File: src/rtl/gpio_cmd_pkg.sv
// -----------------------------------------------------------------------------
// gpio_cmd_pkg
//   Shared definitions for the GPIO command front-end:
//     - edge_mode_e : per-channel edge selection (off / rise / fall / both)
//     - deb_cnt_width(): width of the per-channel debounce counter
// -----------------------------------------------------------------------------
package gpio_cmd_pkg;

  // Bit 0 enables rising-edge detection and bit 1 enables falling-edge
  // detection, so EDGE_BOTH is simply both bits set.
  typedef enum logic [1:0] {
    EDGE_OFF  = 2'b00,
    EDGE_RISE = 2'b01,
    EDGE_FALL = 2'b10,
    EDGE_BOTH = 2'b11
  } edge_mode_e;

  // The counter must be able to hold DEB_CYCLES. The function is clamped to
  // a width of at least 1 so that a degenerate parameter still elaborates.
  function automatic int deb_cnt_width(input int deb_cycles);
    return (deb_cycles < 1) ? 1 : $clog2(deb_cycles + 1);
  endfunction

endpackage : gpio_cmd_pkg

File: src/rtl/gpio_cmd_channel.sv
// -----------------------------------------------------------------------------
// gpio_cmd_channel
//   One GPIO command channel. It synchronises the pad, optionally debounces it,
//   and detects the selected edge. Each detected edge produces a one-cycle
//   pulse and sets a sticky pending flag, which is cleared by ack.
//
//   Optional feature: define GPIO_DEBOUNCE_EN to insert the debounce filter.
//   With the macro undefined, the filtered level is the synchroniser output
//   and DEB_CYCLES is ignored.
//
//   Ports
//     clk      in  system clock
//     rstb     in  synchronous reset, active-low
//     en       in  enable; when low, the channel holds its state and forces the pulse low
//     pad      in  asynchronous pad input
//     mode     in  edge select, bit0 = rise, bit1 = fall
//     ack      in  clears pending (an edge in the same cycle takes priority)
//     level    out synchronised / filtered level
//     pulse    out one-cycle registered pulse per detected edge
//     pending  out sticky flag: edge seen, not yet acked
// -----------------------------------------------------------------------------
module gpio_cmd_channel
  import gpio_cmd_pkg::*;
#(
  parameter int SYNC_STAGES = 2,
  parameter int DEB_CYCLES  = 4
) (
  input  logic       clk,
  input  logic       rstb,
  input  logic       en,
  input  logic       pad,
  input  logic [1:0] mode,
  input  logic       ack,
  output logic       level,
  output logic       pulse,
  output logic       pending
);

  logic [SYNC_STAGES-1:0] sync_q;
  logic                   sync_out;
  logic                   filt;
  logic                   prev_q;
  logic                   rise;
  logic                   fall;
  logic                   evt;

  assign sync_out = sync_q[SYNC_STAGES-1];

`ifdef GPIO_DEBOUNCE_EN
  localparam int              CNT_W    = deb_cnt_width(DEB_CYCLES);
  localparam logic [CNT_W-1:0] DEB_LAST = CNT_W'(DEB_CYCLES - 1);

  logic [CNT_W-1:0] cnt_q;
  logic             filt_q;

  // The filtered level follows the synchroniser only after the new value
  // has been seen for DEB_CYCLES consecutive cycles. Any return to the old
  // value restarts the count, so shorter glitches are suppressed.
  always_ff @(posedge clk) begin
    if (!rstb) begin
      cnt_q  <= '0;
      filt_q <= 1'b0;
    end else if (en) begin
      if (sync_out != filt_q) begin
        if (cnt_q == DEB_LAST) begin
          filt_q <= sync_out;
          cnt_q  <= '0;
        end else begin
          cnt_q <= cnt_q + 1'b1;
        end
      end else begin
        cnt_q <= '0;
      end
    end
  end

  assign filt = filt_q;
`else
  assign filt = sync_out;
`endif

  // The mode only gates the comparison of the current level with the
  // previous level, so changing the mode by itself can never create an edge.
  assign rise = filt & ~prev_q;
  assign fall = ~filt & prev_q;
  assign evt  = (mode[0] & rise) | (mode[1] & fall);

  // NOTE: reset is sampled on the clock edge only (no async path), and every
  // register here uses <= so all flops see pre-edge values, which is what
  // makes the synchroniser chain shift by exactly one stage per clock.
  always_ff @(posedge clk) begin
    if (!rstb) begin
      sync_q  <= '0;
      prev_q  <= 1'b0;
      pulse   <= 1'b0;
      pending <= 1'b0;
    end else if (en) begin
      sync_q  <= {sync_q[SYNC_STAGES-2:0], pad};
      prev_q  <= filt;
      pulse   <= evt;
      // When an edge and an ack arrive in the same cycle, the set takes priority.
      pending <= evt | (pending & ~ack);
    end else begin
      // While disabled, state is frozen, but the pulse must not stay high.
      pulse <= 1'b0;
    end
  end

  assign level = filt;

endmodule : gpio_cmd_channel

File: src/rtl/gpio_cmd_ctrl.sv
// -----------------------------------------------------------------------------
// gpio_cmd_ctrl
//   N-channel GPIO command front-end placed between the input pads and the
//   RSA control FSM. Each channel is an independent gpio_cmd_channel.
//
//   Optional feature: define GPIO_DEBOUNCE_EN to add a DEB_CYCLES debounce
//   filter per channel. This adds DEB_CYCLES cycles of latency.
//
//   Ports
//     clk          in  system clock
//     rstb         in  synchronous reset, active-low
//     en           in  global enable; low freezes all state
//     gpio_in      in  [N_CH]     asynchronous pad inputs
//     edge_mode    in  [2*N_CH]   per channel [2i+1:2i]: 00 off, 01 rise, 10 fall, 11 both
//     cmd_ack      in  [N_CH]     per-channel clear of cmd_pending
//     gpio_level   out [N_CH]     synchronised (and filtered) level
//     cmd_pulse    out [N_CH]     one-cycle pulse per detected edge
//     cmd_pending  out [N_CH]     sticky flag: edge seen, not yet acked
// -----------------------------------------------------------------------------
module gpio_cmd_ctrl
  import gpio_cmd_pkg::*;
#(
  parameter int N_CH        = 2,
  parameter int SYNC_STAGES = 2,
  parameter int DEB_CYCLES  = 4
) (
  input  logic                clk,
  input  logic                rstb,
  input  logic                en,
  input  logic [N_CH-1:0]     gpio_in,
  input  logic [2*N_CH-1:0]   edge_mode,
  input  logic [N_CH-1:0]     cmd_ack,
  output logic [N_CH-1:0]     gpio_level,
  output logic [N_CH-1:0]     cmd_pulse,
  output logic [N_CH-1:0]     cmd_pending
);

  for (genvar i = 0; i < N_CH; i++) begin : g_ch
    gpio_cmd_channel #(
      .SYNC_STAGES (SYNC_STAGES),
      .DEB_CYCLES  (DEB_CYCLES)
    ) u_channel (
      .clk     (clk),
      .rstb    (rstb),
      .en      (en),
      .pad     (gpio_in[i]),
      .mode    (edge_mode[2*i +: 2]),
      .ack     (cmd_ack[i]),
      .level   (gpio_level[i]),
      .pulse   (cmd_pulse[i]),
      .pending (cmd_pending[i])
    );
  end

endmodule : gpio_cmd_ctrl

File: config.mk
export PLATFORM = sky130hd
export DESIGN_NAME = gpio_cmd_ctrl
export DESIGN_NICKNAME = d
export VERILOG_FILES = /design/src/rtl/gpio_cmd_pkg.sv /design/src/rtl/gpio_cmd_channel.sv /design/src/rtl/gpio_cmd_ctrl.sv
export SDC_FILE = /design/constraint.sdc
export NUM_CORES = 1
export LEC_CHECK = 0
export ABC_AREA = 1
export BUFFER_PORTS_ARGS = -buffer_cell sky130_fd_sc_hd__buf_2
export CAP_MARGIN = 20
export CELL_PAD_IN_SITES_DETAIL_PLACEMENT = 0
export CELL_PAD_IN_SITES_GLOBAL_PLACEMENT = 1
export CORE_MARGIN = 2
export CORE_UTILIZATION = 30
export CTS_BUF_LIST = sky130_fd_sc_hd__clkbuf_4
export DETAILED_ROUTE_END_ITERATION = 16
export GPL_ROUTABILITY_DRIVEN = 0
export PLACE_DENSITY = 0.71
export SYNTH_ARGS = -nofsm -noshare
export SYNTH_HDL_FRONTEND = slang
export SYNTH_SLANG_ARGS = --single-unit
File: constraint.sdc
create_clock -name clk -period 0.8 [get_ports clk]
set_input_delay 0.08 -clock clk [delete_from_list [all_inputs] [get_ports clk]]
set_output_delay 0.08 -clock clk [all_outputs]
set_load 0.01 [all_outputs]
==> results.txt, run 1 <==
The run finished with clean final reports. The standard cell core area is 0.00132 sq mm. The first global-routing pass estimated 1.10 mm of wire.

For the worst setup path, the data required time is 0.72 ns. The tools report the total count of max-transition violations in the final report as 0. The run gives 17 as the total I/O pin count.

In this run the critical register-to-register path is launched from g_ch[1].u_channel.sync_q[1]. The cell at the root of the clock tree was sky130_fd_sc_hd__clkbuf_4. The class of the most critical setup path was reg -> out.

The sum of buffers and inverters on the critical path is 1, and the number of warnings printed during yosys synthesis is 0. Once the clock tree was built, the setup fixing pass inserted 0 buffers. The period utilization was 0.974; the via count of the first global-routing pass was 291. The number of instances in the synthesized netlist came out at 56. Total of endpoints with negative setup slack in the final report: 0.

The later pin in the worst-skew pair is clocked with a latency of 0.26 ns. From bottom edge to top edge, the die measures 42.0 um. Summing all non-filler instances in the final layout gives an area of 528 sq um. In the final routed layout, each cell accounts on average for 8.12 um. The overall global routing resource usage is 0.0886, and the antenna cell count is 0. The ratio of cells with drive above 1 in the final layout was 0.412.

Family with the most delay on the worst path: flip-flops. The total DRC errors in the routed layout is 0, and the number of CTS-inserted buffers is 3. The number of optimization iterations in the first detailed-route pass is 2, and the slew at the pin closest to its max-slew limit is 0.180 ns.

Global routing finished with a remaining overflow of 0. The number of vias after detailed routing was 359. Setup repair after global routing could not meet its margin everywhere.

Total power density per cell area: 1910 mW/mm^2. For the number of H-tree levels, the log shows 1. The remaining antenna violation count after routing is 0.

Register bit count reported by yosys: 10. Post-layout minimum cycle time: 0.779 ns. The type of element capturing the critical path was an output pin. The tools report the sum of routed wire length over all layers as 674 um. The largest single stage delay on the critical path is 0.33 ns. The count of buffers added on input and output ports is 16. The synthesized netlist occupies a cell area of 433 sq um. The logs give 0.880 for the max-slew headroom at the worst pin and 0 for the number of antenna violations at the first check in global routing. The number of fill cells came out at 150. Distinct cell type count of the synthesized netlist: 12. The sequential-to-total area share from yosys stat was 0.462. The slowest stage of the critical path is the sky130_fd_sc_hd__dfxtp_2 cell. The startpoint identified for the worst hold timing path is gpio_in[0]. TritonCTS built the clock tree. The number of cells on the worst reg-to-reg path works out to 5. Walking the worst path, the cells encountered are buf_6. For this run, the top clock speed supported by timing is 1280 MHz. In this run the cell area measured after placement is 475 sq um. The peak supply drop was 1170 uV; the average cell area after synthesis was 7.73 sq um. The endpoint of the most critical register-to-register path was g_ch[1].u_channel.pending. Counting instances, the worst hold path has a depth of 3. Violation count after the first detailed-routing iteration: 2. The layout overhead on the synthesized area works out to 22.0%.

The count of cell instances traversed by the critical path was 1; the floorplan die area was 0.00176 sq mm. The post-synth net total came out at 67. Clock sink count: 10. The register clock-pin slew on the reported worst setup and hold paths came out at 0.06 ns.

Once the clock tree was built, the resizer swapped 5 gates to a different size. The worst register-to-register path has a setup slack of 0.07 ns. The die outline width is 42.0 um, and the count of final hold-check violations is 0. The post-route clock skew was 0.000604 ns.

The tools report the minimum hold slack as 0.0446 ns. The tools report the total of hold buffers inserted after clock tree synthesis as 0. The endpoint of the worst hold-timing path is g_ch[0].u_channel.sync_q[0]. The tightest min-delay check is of the in -> reg type. The worst setup path is launched from a register.

The starting utilization of the core area was 0.329; the top fanout value on the critical path was 3. In the final design database the tool counted 81 nets. No sink is reached through more buffers than the 2 on the longest clock path. After legalization and detailed placement, the total HPWL measured 506 um.

The logs give 0.401 for the post-layout utilization of the core and 11 for the pin count of the biggest net entering global routing. In this run the static leakage power is 0.279 nW. The floorplan has 13 rows.

The via density per instance is 4.33, and the arrival time at the worst endpoint is 0.70 ns. Across the run, the number of max-cap violations was 0.
==> power by group <==
group	switching [W]	total [W]	internal, W
Sequential	0.0000165	0.000547	0.000531
Combinational	0.0000665	0.000133	0.0000664
Clock	0.000153	0.000326	0.000173
Total	0.000236	0.00101	0.000770
==> placed cells by master, fill, tap and decap left out, drive strengths merged <==
| cell type | count |
|---|---|
| clkbuf | 3 |
| nand2 | 13 |
| dfxtp | 10 |
| a21oi | 4 |
| buf | 16 |
| o21ai | 6 |
| nor2 | 4 |
| nand3 | 4 |
| inv | 8 |
==> how the worst max path moves through the flow <==
stage | end | from | slack, ns
2_1_floorplan | g_ch[0].u_channel.pending | g_ch[0].u_channel.sync_q[1] | 0.12
3_3_place_gp | g_ch[1].u_channel.pending | g_ch[1].u_channel.sync_q[1] | 0.08
3_5_place_dp | g_ch[1].u_channel.pending | g_ch[1].u_channel.sync_q[1] | 0.06
4_1_cts | gpio_level[1] | g_ch[1].u_channel.sync_q[1] | 0.005
5_1_grt | gpio_level[1] | g_ch[1].u_channel.sync_q[1] | -0.02
6_report | gpio_level[1] | g_ch[1].u_channel.sync_q[1] | 0.02
==> layer usage <==
metal | up-vias | GRT usage | wire length [um]
met3 | 0 | 0.0776 | 76
met2 | 15 | 0.134 | 304
li1 | 192 | - | -
met5 | - | 0 | 0
met4 | 0 | 0.0387 | 0
met1 | 152 | 0.0842 | 293
==> registers in the layout, indices dropped and copies added (netlist names) <==
signal and count:
g_ch.u_channel.pending 2, g_ch.u_channel.prev_q 2, g_ch.u_channel.pulse 2, g_ch.u_channel.sync_q 4
==> logic make-up after synthesis <==
family / share of synthesized area
AO/OA/AOI/OAI: 0.116
AND/OR/NAND/NOR: 0.223
buffers and inverters: 0.199
flip-flops: 0.462
==> Yosys cell counts <==
cell | instances | area share
sky130_fd_sc_hd__o21ai_0 | 6 | 0.069
sky130_fd_sc_hd__nand2_2 | 1 | 0.014
sky130_fd_sc_hd__nand2_1 | 12 | 0.10
sky130_fd_sc_hd__nand3_1 | 2 | 0.023
sky130_fd_sc_hd__nor2_1 | 4 | 0.035
sky130_fd_sc_hd__buf_4 | 6 | 0.10
sky130_fd_sc_hd__a21oi_1 | 4 | 0.046
sky130_fd_sc_hd__inv_1 | 6 | 0.052
sky130_fd_sc_hd__buf_6 | 1 | 0.026
sky130_fd_sc_hd__dfxtp_1 | 10 | 0.46
sky130_fd_sc_hd__nand3_2 | 2 | 0.046
sky130_fd_sc_hd__inv_2 | 2 | 0.017
==> layout make-up <==
class | instances | area, sq um | share of cell area
sequential | 10 | 205 | 0.389
inverter | 8 | 30.0 | 0.0569
clock buffer | 3 | 22.5 | 0.0427
timing repair buffer | 16 | 105 | 0.199
multi-input combinational | 31 | 146 | 0.277
tap | 15 | 18.8 | 0.0355
==> per-stage QoR <==
step                      total power (W)  worst slack, ns  cells  setup TNS (ns)
final                             0.00101           0.0206     83               0
after global routing              0.00108          -0.0222     83         -0.0539
after CTS                         0.00103          0.00540     83               0
after detailed placement         0.000674           0.0632     80               0
after global placement           0.000673           0.0751     80               0
after floorplan                  0.000647            0.116     56               0
Power figures use the tool's default switching activity.
==> inputs of run 2 (changes only) <==
--- a/config.mk
+++ b/config.mk
@@ -15,7 +15,7 @@
 export CTS_BUF_LIST = sky130_fd_sc_hd__clkbuf_4
 export DETAILED_ROUTE_END_ITERATION = 16
 export GPL_ROUTABILITY_DRIVEN = 0
-export PLACE_DENSITY = 0.71
+export PLACE_DENSITY = 0.76
 export SYNTH_ARGS = -nofsm -noshare
 export SYNTH_HDL_FRONTEND = slang
 export SYNTH_SLANG_ARGS = --single-unit
==> constraint.sdc (replaced) <==
create_clock -name clk -period 0.9 [get_ports clk]
set_input_delay 0.09 -clock clk [delete_from_list [all_inputs] [get_ports clk]]
set_output_delay 0.09 -clock clk [all_outputs]
set_load 0.01 [all_outputs]
==> run 2 against run 1 <==
Net effect:
- routed wire length grew 2.5%
- worst setup slack better by 0.042 ns
- highest routed layer unchanged
- combinational power shrank 20%
==> results.txt, run 2 (same netlist as run 1, synthesis figures left out) <==
The run finished with clean final reports. Setup repair after global routing left no endpoint under its margin. The number of cell rows was 13 (unchanged); the number of vias after detailed routing was 350 (-2.5%). Compared with the post-synthesis result, the final layout area differs by 15.9%. For the via count of the first global-routing pass, the log shows 315 (+8.2%). Per-cell routed wire length: 8.23 um (+1.3%). For the floorplan die area, the log shows 0.00176 sq mm (unchanged). The via density per instance is 4.17 (-3.7%).

The violation count after the first detailed-routing iteration came out at 4 (+2). Walking the worst path, the cells encountered are buf_2. The wire length of the first global-routing pass was 1.19 mm (+7.4%); the post-route clock skew was 0.00810 ns (+0.00749 ns).

The placed cell count came out at 80 (unchanged). TritonCTS built the clock tree. For this design, the slowest cell found on the critical path is sky130_fd_sc_hd__dfxtp_1.

The die outline width is 42.0 um (unchanged), and the die span in y is 42.0 um (unchanged). The number of H-tree levels came out at 1 (unchanged). The kind of cell with the highest combined delay along the critical path is flip-flops. The highest cell delay on the worst timing path was 0.35 ns (+0.02 ns).

The remaining antenna violation count after routing is 0 (unchanged), and the post-cts repair resize count is 0 (-5). Based on the critical path, the design can be clocked at up to 1190 MHz. The HPWL reported at the end of detailed placement came out at 516 um (+2.0%). The tools report the antenna cell count as 0 (unchanged). The run gives 0.381 (-0.0199) as the post-layout utilization of the core.

The arrival time at the worst endpoint is 0.75 ns (+0.05 ns). The tools report the number of fill cells as 154 (+2.7%). The tools report the sum of routed wire length over all layers as 691 um (+2.5%). The number of flip-flops in the largest register was 4 (unchanged); the count of final hold-check violations was 0 (unchanged). The final standard cell count with taps included and fillers excluded was 84 (+1.2%); the slew at the pin closest to its max-slew limit was 0.178 ns (-0.00143 ns). Max-slew headroom at the worst pin: 0.881 (+0.000952). The tools report the startpoint class of the critical path as a register. The sum of buffers and inverters on the critical path was 1 (unchanged); the starting utilization of the core area was 0.329 (unchanged). The most common cell after layout, fill and taps aside is sky130_fd_sc_hd__buf_2. The tools report the standard cell core area as 0.00132 sq mm (unchanged). The top fanout value on the critical path works out to 3 (unchanged). The clock sink count was 10 (unchanged). Post-layout minimum cycle time: 0.838 ns.

The run gives 2 (unchanged) as the number of optimization iterations in the first detailed-route pass. For the pin count of the biggest net entering global routing, the log shows 11 (unchanged). Period utilization: 0.931.

The tree is rooted in a sky130_fd_sc_hd__clkbuf_4. The net count reported at finish is 81 (unchanged). The run gives 0.0417 ns (-0.00288 ns) as the minimum hold slack. Overall global routing resource usage: 0.0951 (+0.00644). The register with the most flip-flops in the final layout is g_ch.u_channel.sync_q. The tools report the register-to-register setup slack as 0.16 ns (+0.09 ns). STA classifies the critical path endpoint as an output pin. The worst-skew pair later-pin latency was 0.27 ns (about the same). Total DRC errors in the routed layout: 0 (unchanged).

The total count of max-transition violations in the final report came out at 0 (unchanged). The worst hold-check path type was in -> reg. The register clock-pin slew on the reported worst setup and hold paths is 0.07 ns (about the same), and the quantity of I/O buffers inserted on ports is 16 (unchanged). The tools report the standard cell area after detailed placement as 475 sq um (unchanged).

The run gives 865 uV (-26%) as the peak supply drop. The residual overflow from global routing was 0 (unchanged); the number of CTS-inserted buffers was 3 (unchanged). The count of max-cap constraint violations came out at 0 (unchanged).

For the total of hold buffers inserted after clock tree synthesis, the log shows 0 (unchanged). The run gives 502 sq um (-5.0%) as the final design area excluding fillers. The leakage component of the power came out at 0.275 nW (-1.4%). The ratio of cells with drive above 1 in the final layout is 0.348 (-0.0639). The library cells used most frequently in the layout, excluding fill and tap cells, are sky130_fd_sc_hd__buf_2 (16), sky130_fd_sc_hd__nand2_1 (12), sky130_fd_sc_hd__dfxtp_1 (10), sky130_fd_sc_hd__o21ai_0 (6), sky130_fd_sc_hd__inv_1 (6). The tools report the number of buffers added for setup after CTS as 0 (unchanged).

The required arrival time at the worst endpoint came out at 0.81 ns (+0.09 ns). The critical path in this run is classified as reg -> out. Total power density per cell area: 1790 mW/mm^2 (-6.2%). The number of antenna violations at the first check in global routing was 0 (unchanged); the total of endpoints with negative setup slack in the final report was 0 (unchanged). The total negative setup slack is 0 ns (unchanged), and the total I/O pin count is 17 (unchanged).

The tools report the deepest clock path buffer count as 2 (unchanged).
## run 2: cell count changes in the layout (fill, tap and decap cells not counted), sizes merged
cell and change:
clkinv +1
## run 2: through the flow
stage          setup slack (ns)  total power (W)
2_1_floorplan             0.216         0.000575
3_3_place_gp              0.177         0.000598
3_5_place_dp              0.167         0.000600
4_1_cts                  0.0383         0.000924
5_1_grt                 0.00482         0.000956
6_report                 0.0622         0.000897
## run 2: worst reg2reg max path: stages (launching register included)
cell                      delay [ns]
sky130_fd_sc_hd__dfxtp_1        0.35
sky130_fd_sc_hd__inv_1          0.07
sky130_fd_sc_hd__nand2_1        0.06
sky130_fd_sc_hd__nand2_1        0.05
sky130_fd_sc_hd__nand3_2        0.06
sky130_fd_sc_hd__nand2_1        0.05
## run 2: per-layer routing
layer,vias to the layer above,part of all wire,track usage,wire length (um)
li1,194,-,-,-
met1,142,0.44,0.0873,306
met2,14,0.43,0.153,299
met3,0,0.12,0.0776,85
met4,0,0,0.0387,0
met5,-,0,0,0
## run 2: worst paths after layout
kind                               startpoint                          end  cells past startpoint
hold / removal                     gpio_in[1]  g_ch[1].u_channel.sync_q[0]                      3
setup reg to reg  g_ch[1].u_channel.sync_q[1]    g_ch[1].u_channel.pending                      5
hold reg to reg     g_ch[0].u_channel.pending    g_ch[0].u_channel.pending                      2
setup / recovery  g_ch[1].u_channel.sync_q[1]                gpio_level[1]                      1
## run 2: cell type report
cell class | instances | area (sq um) | share of cell area
flip-flops and latches | 10 | 200 | 0.399
clock inverters | 1 | 3.75 | 0.00748
repair buffers | 16 | 80.1 | 0.160
well taps | 15 | 18.8 | 0.0374
multi-input cells | 31 | 146 | 0.292
clock buffers | 3 | 22.5 | 0.0449
inverters | 8 | 30.0 | 0.0599
## run 2: report_power, final
part           total, W  internal [W]  switching (W)
logic          0.000106     0.0000465      0.0000596
clock network  0.000310      0.000160       0.000150
registers      0.000481      0.000469      0.0000120
==> inputs of run 3 (changes only) <==
--- a/config.mk
+++ b/config.mk
@@ -6,16 +6,15 @@
 export NUM_CORES = 1
 export LEC_CHECK = 0
 export ABC_AREA = 1
-export BUFFER_PORTS_ARGS = -buffer_cell sky130_fd_sc_hd__buf_2
-export CAP_MARGIN = 20
 export CELL_PAD_IN_SITES_DETAIL_PLACEMENT = 0
 export CELL_PAD_IN_SITES_GLOBAL_PLACEMENT = 1
 export CORE_MARGIN = 2
 export CORE_UTILIZATION = 30
 export CTS_BUF_LIST = sky130_fd_sc_hd__clkbuf_4
 export DETAILED_ROUTE_END_ITERATION = 16
+export DONT_BUFFER_PORTS = 1
 export GPL_ROUTABILITY_DRIVEN = 0
-export PLACE_DENSITY = 0.76
+export PLACE_DENSITY = 0.62
 export SYNTH_ARGS = -nofsm -noshare
 export SYNTH_HDL_FRONTEND = slang
 export SYNTH_SLANG_ARGS = --single-unit
==> constraint.sdc (replaced) <==
create_clock -name clk -period 0.8 [get_ports clk]
set_input_delay 0.08 -clock clk [delete_from_list [all_inputs] [get_ports clk]]
set_output_delay 0.08 -clock clk [all_outputs]
set_load 0.01 [all_outputs]
==> run 3 against run 2 <==
Net effect:
- the flow now finishes with violations (negative hold slack)
- clock skew decreased by 0.0055 ns
- power increased by 8.7%
- non-clock buffer count decreased by 12
- via count decreased by 12%
- global-route usage increased by 0.70 points
- count of clock-buffer cells in the layout unchanged
- sequential share of layout area increased by 3.9 points
- final cell count decreased by 15%
- first-iteration DRC count decreased by 25%
- combinational power decreased by 18%
- flip-flop and latch count unchanged
- clock power increased by 8.7%
- critical endpoint is now gpio_level[0]
- largest power group unchanged
==> results.txt, run 3 (same netlist as run 1, synthesis figures left out) <==
The run finished, with violations left. The final reports fail on negative hold slack. The remaining antenna violation count after routing came out at 0 (unchanged). Most common cell after layout, fill and taps aside: sky130_fd_sc_hd__nand2_1.

The number of cells on the worst reg-to-reg path is 5 (unchanged), and the starting utilization of the core area is 0.329 (unchanged). Counting flops per register, the top entry is g_ch.u_channel.sync_q. Quantity of I/O buffers inserted on ports: 0 (-16). The slew at the pin closest to its max-slew limit is 0.148 ns (-0.0296 ns), and the number of antenna violations at the first check in global routing is 0 (unchanged). The highest cell delay on the worst timing path is 0.33 ns (-0.02 ns).

TritonCTS built the clock tree. Count of final hold-check violations: 8 (+8). The worst setup path is of the reg -> out kind. The final total power came out at 0.000975 W (+8.7%).

The logs give 793 uV (-8.4%) for the peak supply drop and 0.26 ns (about the same) for the worst-skew pair later-pin latency. The number of vias after detailed routing is 308 (-12%). The top cell types in the final layout, fill and taps aside, are sky130_fd_sc_hd__nand2_1 (12), sky130_fd_sc_hd__dfxtp_1 (8), sky130_fd_sc_hd__o21ai_0 (6), sky130_fd_sc_hd__inv_1 (6).

For the HPWL reported at the end of detailed placement, the log shows 504 um (-2.3%). The cell at the root of the clock tree is sky130_fd_sc_hd__clkbuf_4. The source of the worst register-to-register timing path was g_ch[1].u_channel.sync_q[1]. The ratio of cells with drive above 1 in the final layout was 0.214 (-0.134); the required arrival time at the worst endpoint was 0.72 ns (-0.09 ns). The via count of the first global-routing pass is 270 (-14%), and the deepest clock path buffer count is 2 (unchanged).

The count of cell instances traversed by the critical path is 1 (unchanged), and the sum of routed wire length over all layers is 725 um (+4.9%). For the number of H-tree levels, the log shows 1 (unchanged). The via density per instance is 4.34 (+4.1%), and the die span in y is 42.0 um (unchanged).

The tools report the antenna cell count as 0 (unchanged). Leakage component of the power: 0.224 nW (-19%). Tracing the worst setup path back leads to its startpoint at g_ch[0].u_channel.sync_q[1]. For the floorplan die area, the log shows 0.00176 sq mm (unchanged).

The per-cell routed wire length was 10.2 um (+24%). STA classifies the critical path endpoint as an output pin. The wire length of the first global-routing pass was 1.15 mm (-3.5%). Layout overhead on the synthesized area: 6.94%. The tools report the arrival time at the worst endpoint as 0.71 ns (-0.04 ns).

The logs give 0.00258 ns (-0.00552 ns) for the post-route clock skew and 10 (unchanged) for the clock sink count. Post-layout utilization of the core: 0.351 (-0.0294). The total DRC errors in the routed layout was 0 (unchanged); the least setup slack across all paths after layout was 0.0118 ns (-0.0504 ns). The total power density per cell area is 2110 mW/mm^2 (+18%). Family with the most delay on the worst path: flip-flops.

For the number of buffers added for setup after CTS, the log shows 0 (unchanged). The sum of buffers and inverters on the critical path works out to 1 (unchanged). The total of endpoints with negative setup slack in the final report was 0 (unchanged). For the count of max-cap constraint violations, the log shows 0 (unchanged).

The worst hold path belongs to the class in -> reg. Setup repair after global routing could not meet its margin everywhere. Violation count after the first detailed-routing iteration: 3 (-1).

For the overall global routing resource usage, the log shows 0.102 (+0.00699). The register clock-pin slew on the reported worst setup and hold paths works out to 0.06 ns (about the same). Walking the worst path, the cells encountered are buf_6.

For the minimum hold slack, the log shows -0.105 ns (-0.147 ns). The pin count of the biggest net entering global routing is 11 (unchanged). For the number of cell rows, the log shows 13 (unchanged). Cell type of the slowest stage on the worst timing path: sky130_fd_sc_hd__dfxtp_2. The total I/O pin count is 17 (unchanged), and the net count reported at finish is 69 (-15%). The tools report the number of CTS-inserted buffers as 3 (unchanged). The tools report the standard cell core area as 0.00132 sq mm (unchanged). The top fanout value on the critical path was 3 (unchanged).

The residual overflow from global routing came out at 0 (unchanged). Number of stages on the worst hold path: 1 (-2). The worst hold path begins at en. The total count of max-transition violations in the final report was 0 (unchanged); the period utilization was 0.985. The pre-CTS setup slack is 0.0532 ns (-0.114 ns), and the upper clock frequency limit is 1270 MHz. STA classifies the critical path startpoint as a register. The number of flip-flops in the largest register is 4 (unchanged), and the max-slew headroom at the worst pin is 0.900 (+0.0187). The die outline width came out at 42.0 um (unchanged).

Subtracting the final worst setup slack from the clock period gives 0.788 ns. The tools report the number of optimization iterations in the first detailed-route pass as 2 (unchanged).
[run 3: cell types whose count changed in the layout (fill, tap and decap cells not counted), sizes merged]
cell	change
buf	-14
dlygate4sd3	+2
clkinv	-1
[run 3: stage by stage]
step | TNS, ns | cell area, sq um | hold slack, ns | cells
2_1_floorplan | 0 | 433 | 0.215 | 56
3_3_place_gp | 0 | 410 | 0.172 | 66
3_5_place_dp | 0 | 410 | 0.175 | 66
4_1_cts | -0.000228 | 453 | -0.114 | 70
5_1_grt | -0.0968 | 463 | -0.131 | 71
6_report | 0 | 463 | -0.105 | 71
[run 3: worst paths after layout]
kind | endpoint | slack, ns
setup / recovery | gpio_level[0] | 0.01
hold / removal | g_ch[1].u_channel.prev_q | -0.11
setup reg to reg | g_ch[1].u_channel.pending | 0.06
hold reg to reg | g_ch[1].u_channel.sync_q[0] | 0.49
[run 3: cell type report]
| cell class | instances | area (sq um) |
|---|---|---|
| multi-input cells | 31 | 146 |
| flip-flops and latches | 10 | 203 |
| fillers | 147 | 855 |
| inverters | 8 | 30.0 |
| well taps | 15 | 18.8 |
| repair buffers | 4 | 42.5 |
| clock buffers | 3 | 22.5 |
[run 3: timing repair]
action,4_1_cts,5_1_grt
hold endpoints to repair,8,8
gates resized for setup,4,0
hold buffers,1,1
endpoints found under the setup margin,2,5
[run 3: power by group]
group          internal (W)  switching [W]
Combinational     0.0000435      0.0000434
Sequential         0.000530      0.0000214
Clock              0.000174       0.000164
Total              0.000747       0.000229
[run 3: layer usage]
metal,track usage,share of wire,vias to the layer above
li1,-,-,170
met1,0.0974,0.45,119
met2,0.119,0.38,14
met3,0.0905,0.12,5
met4,0.116,0.050,0
met5,0,0,-
